## config.mk

```make
export PLATFORM = sky130hd
export DESIGN_NAME = clarvi_part_regfile
export DESIGN_NICKNAME = d
export VERILOG_FILES = /design/src/rtl/clarvi_part_regfile.sv
export SDC_FILE = /design/constraint.sdc
export NUM_CORES = 2
export LEC_CHECK = 0
export CAP_MARGIN = 20
export CORE_MARGIN = 1.5
export CORE_UTILIZATION = 40
export DETAILED_ROUTE_END_ITERATION = 10
export SYNTH_ARGS = -nofsm -noshare
export SYNTH_HDL_FRONTEND = slang
export SYNTH_SLANG_ARGS = --single-unit
export TNS_END_PERCENT = 100
```

## constraint.sdc

```tcl
create_clock -name clock -period 10.4 [get_ports clock]
set_clock_uncertainty 0.1 [all_clocks]
set_input_delay 2.08 -clock clock [delete_from_list [all_inputs] [get_ports clock]]
set_output_delay 2.08 -clock clock [all_outputs]
set_load 0.01 [all_outputs]
```

## src/rtl/clarvi_part_regfile.sv

```systemverilog
// rtl/clarvi_part_regfile.sv - part-serial integer register file with post-reset clear sequencer
// Banked per part so a part write never needs read-modify-write; reads are registered with write-first forwarding.

module clarvi_part_regfile #(
   parameter int XLEN      = 64,
   parameter int PART_W    = 16,
   parameter int NREGS     = 32,
   parameter int DEBUG_REG = 28,
   localparam int PARTS    = XLEN / PART_W,
   localparam int PW       = $clog2(PARTS),
   localparam int RW       = $clog2(NREGS)
) (
   input  logic              clock,
   input  logic              reset,
   output logic              ready,
   input  logic [PW-1:0]     fetch_part,
   input  logic              rs2_part_override,
   input  logic [RW-1:0]     fetch_register_1,
   input  logic [RW-1:0]     fetch_register_2,
   input  logic              write_enable,
   input  logic [RW-1:0]     write_register,
   input  logic [PW-1:0]     write_part,
   input  logic [PART_W-1:0] data_in,
   output logic [PART_W-1:0] data_out_1,
   output logic [PART_W-1:0] data_out_2,
   output logic [XLEN-1:0]   debug_value
);

   typedef enum logic {CLEAR, RUN} state_t;

   localparam logic [RW:0]   LAST_IDX = (RW+1)'(NREGS - 1);
   localparam logic [RW-1:0] DBG_IDX  = RW'(DEBUG_REG);

   state_t            state;
   logic [RW:0]       idx;
   logic [PART_W-1:0] mem [PARTS][NREGS];

   logic              write_ok;
   logic [PW-1:0]     part_2;
   logic [PART_W-1:0] read_1;
   logic [PART_W-1:0] read_2;

   always_comb begin
      write_ok = ready && write_enable && (write_register != '0);
      part_2   = rs2_part_override ? '0 : fetch_part;

      read_1 = mem[fetch_part][fetch_register_1];
      if (write_ok && write_register == fetch_register_1 && write_part == fetch_part)
         read_1 = data_in;
      if (fetch_register_1 == '0)
         read_1 = '0;

      read_2 = mem[part_2][fetch_register_2];
      if (write_ok && write_register == fetch_register_2 && write_part == part_2)
         read_2 = data_in;
      if (fetch_register_2 == '0)
         read_2 = '0;
   end

   // Banks carry no reset of their own: the clear sequence zeroes them row by row.
   always_ff @(posedge clock) begin
      if (!reset) begin
         for (int p = 0; p < PARTS; p++) begin
            if (state == CLEAR)
               mem[p][idx[RW-1:0]] <= '0;
            else if (write_ok && write_part == PW'(p))
               mem[p][write_register] <= data_in;
         end
      end
   end

   always_ff @(posedge clock) begin
      if (reset) begin
         state       <= CLEAR;
         idx         <= '0;
         ready       <= 1'b0;
         data_out_1  <= '0;
         data_out_2  <= '0;
         debug_value <= '0;
      end else begin
         case (state)
            CLEAR: begin
               data_out_1 <= '0;
               data_out_2 <= '0;
               idx        <= idx + 1'b1;
               if (idx == LAST_IDX) begin
                  state <= RUN;
                  ready <= 1'b1;
               end
            end
            RUN: begin
               data_out_1 <= read_1;
               data_out_2 <= read_2;
               // write_ok already excludes register 0, so DEBUG_REG = 0 leaves the shadow at 0.
               for (int p = 0; p < PARTS; p++) begin
                  if (write_ok && write_register == DBG_IDX && write_part == PW'(p))
                     debug_value[p*PART_W +: PART_W] <= data_in;
               end
            end
            default: begin
               state <= CLEAR;
               idx   <= '0;
               ready <= 1'b0;
            end
         endcase
      end
   end

endmodule

```

==> flow_summary.ini <==
[floorplanning]
die-area_mm2 = 0.288
die_h_um = 537
initial_core_util_pct = 40.3
ios = 136
die_w_um = 537
coreArea_mm2 = 0.283
fp-row-count = 195

[clock_tree]
clock_sinks = 2152
cts_tree = done
clockBufferDepth = 4
ctsHoldBuffers = 0
cts-root-buf = clkbuf_16
cts.clk_slew.worst_paths_ns = 0.06
htreeDepth = 4
numCtsBuffers = 237
cts_resized = 0
postCtsSetupRepairBufs = 0
clk_latency_ns = 0.97

[placed_design]
dp_cells = 11300
globalplace.congestion = 1.06
io_buffers = 135
place_hpwl_mm = 300

[worst_setup_path]
cp.required_ns = 11.11
worstPathMaxFanout = 40
cp.arrival_ns = 6.75
rr_worst_depth = 6
crit_type = primary input to flop
start_kind = primary input
worstSetupEndpointType = flop

[logic_synthesis]
ys.flop_type = edfxtp_1
ys.warnings.count = 0
synth_enable_flop_cells = 2048
synth_cell_types = 82
synthCells = 7925
synth_area_per_cell_um2 = 14.4
synth_area_mm2 = 0.114
ys_ff_latch = 2152
ys_seq_area_share_pct = 55.7
postSynth.asyncResetShare_pct = 0

[finish]
final_common_cell = edfxtp_1
area_delta_synth_final_pct = 12.2
fin_nets = 7924
final_cell_mix = 2048 x edfxtp_1, 1834 x and2_1, 976 x mux4_2
fillerInstances = 24700
stdcell_count = 11800
drive_above_1_share_pct = 23.5

[sta]
max_clock_freq_mhz = 165
worst_slew_pin_slew_ns = 1.32
period_minus_slack_ns = 6.04
slew_headroom_pct = 11.9
fin_tns_setup_ns = 0
post-route-period-util_pct = 58.1
rsz0062_at_grt = no
slew_violations = 0
setup_viol = 0
finalHoldViolCount = 0

[detailed_routing]
wirelength_mm = 461
drt_first_pass_iters = 8
wire_per_inst_um = 38.9
via_per_inst = 6.62
final_antenna_net_count = 0
drc = 0
first_iter_violations = 12700
vias = 78400

[grt]
grt_pass1_vias = 75000
antenna_found_initial = 70
grtUsageTotal_pct = 31.6
grt_pass1_wl_mm = 628
grt-ovfl-total = 0
grt_max_degree = 125

[run]
max_cap_viol_count = 0

[pwr]
power.static_leakage_nw = 38.4
power_density_mw_per_mm2 = 151
max-vdd-ir-drop_mv = 0.155

[hold_path]
holdCritPathClass = flop to flop
holdPathStages = 1

[status]
status = completed
[critical path, cell delays in order]
cell and delay, ns:
buf_8 0.37, buf_4 0.71, buf_4 0.76, mux4_2 0.58, and2_1 0.16, a211oi_1 0.43
a31oi_1 0.21, mux4_2 0.59, nor2_1 0.57, nor3_1 0.11
[report_power, final]
group,internal [mW],switching (mW)
Clock,4.67,3.66
Sequential,9.42,0.0284
Combinational,0.428,1.09
Total,14.5,4.79
[state kept, by name (all words and copies together) (netlist names)]
register and flops:
mem 2048, debug_value 64, data_out_1 16, data_out_2 16, idx 6, ready 1, state 1
[Yosys cell counts (12+ instances only)]
cell type     n  area [um2]
and3_1       61         382
nor2b_1      44         275
a31oi_1      35         219
clkbuf_1    551        2070
a2bb2oi_1    16         140
nor2_1      218         818
a21oi_1     161         806
mux2i_1     222        2220
dfxtp_1     104        2080
inv_1        14        52.6
and2_1     1834       11500
nand2b_1     35         219
mux4_2      976       22000
xor2_1       15         131
buf_2       142         711
nor3_1      152         761
buf_1        78         293
mux2_2       33         372
nand2_1     275        1030
buf_6        15         169
o21ai_0     220        1100
o22ai_1      22         138
o211ai_1     44         330
a21o_1       72         541
a22o_1       18         158
nand3b_1     18         135
a221oi_1     22         193
a211oi_1     49         368
nand4_1      12        75.1
a22oi_1      85         638
nand3_1      45         225
buf_4        59         443
o221ai_1     63         552
edfxtp_1   2048       61500
[area by class of cell]
cell class	instances	area [um2]	share of cell area, %
Tap cell	3743	4680	3.66
Clock buffer	299	6330	4.94
Antenna cell	36	90.1	0.0704
Sequential cell	2152	63600	49.7
Clock inverter	125	1070	0.838
Multi-Input combinational cell	4971	47500	37.1
Timing Repair Buffer	499	4630	3.62
Inverter	20	87.6	0.0685
[logic make-up (layout without fill, tap and decap cells)]
kind of cell | Yosys count | after routing | synth area share [%]
other | 1 | 100 | 0.00329
buffers and inverters | 865 | 943 | 3.30
adders and majority gates | 4 | 4 | 0.0439
AOI/OAI and AO/OA | 920 | 920 | 5.46
xor gates and xnor gates | 19 | 19 | 0.146
muxes | 1231 | 1231 | 21.5
and+or+nand+nor | 2733 | 2733 | 13.8
DFF | 2152 | 2152 | 55.7
[stage by stage]
step	hold WS [ns]	power, mW	cell area (um2)	setup slack [ns]	util, %
global placement	0.339	11.1	119000	3.49	42.2
finish	0.352	19.3	128000	4.36	45.2
CTS	0.353	19.2	127000	4.51	45.0
detailed placement	0.338	11.1	120000	3.54	42.4
global route	0.380	19.6	128000	4.35	45.2
floorplan	0.312	10.4	114000	5.08	-
[path summary, 6_finish.rpt]
| check | start | endpoint | slack [ns] |
|---|---|---|---|
| max reg2reg | state$_SDFF_PP0_ | mem[0][78]$_DFFE_PP_ | 5.89 |
| min reg2reg | debug_value[10]$_SDFFE_PP0P_ | debug_value[10]$_SDFFE_PP0P_ | 0.35 |
| max | fetch_part[1] | data_out_1[10]$_SDFF_PP0_ | 4.36 |
| min | debug_value[10]$_SDFFE_PP0P_ | debug_value[10]$_SDFFE_PP0P_ | 0.35 |
[routing by layer]
metal	vias to the layer above	part of all wire, %	track usage (%)
li1	30400	-	-
met1	40400	35	39.1
met2	6116	44	46.3
met3	1502	14	11.9
met4	42	7.7	20.5
met5	-	0.072	0.214
(Power assumes the default switching activity.)
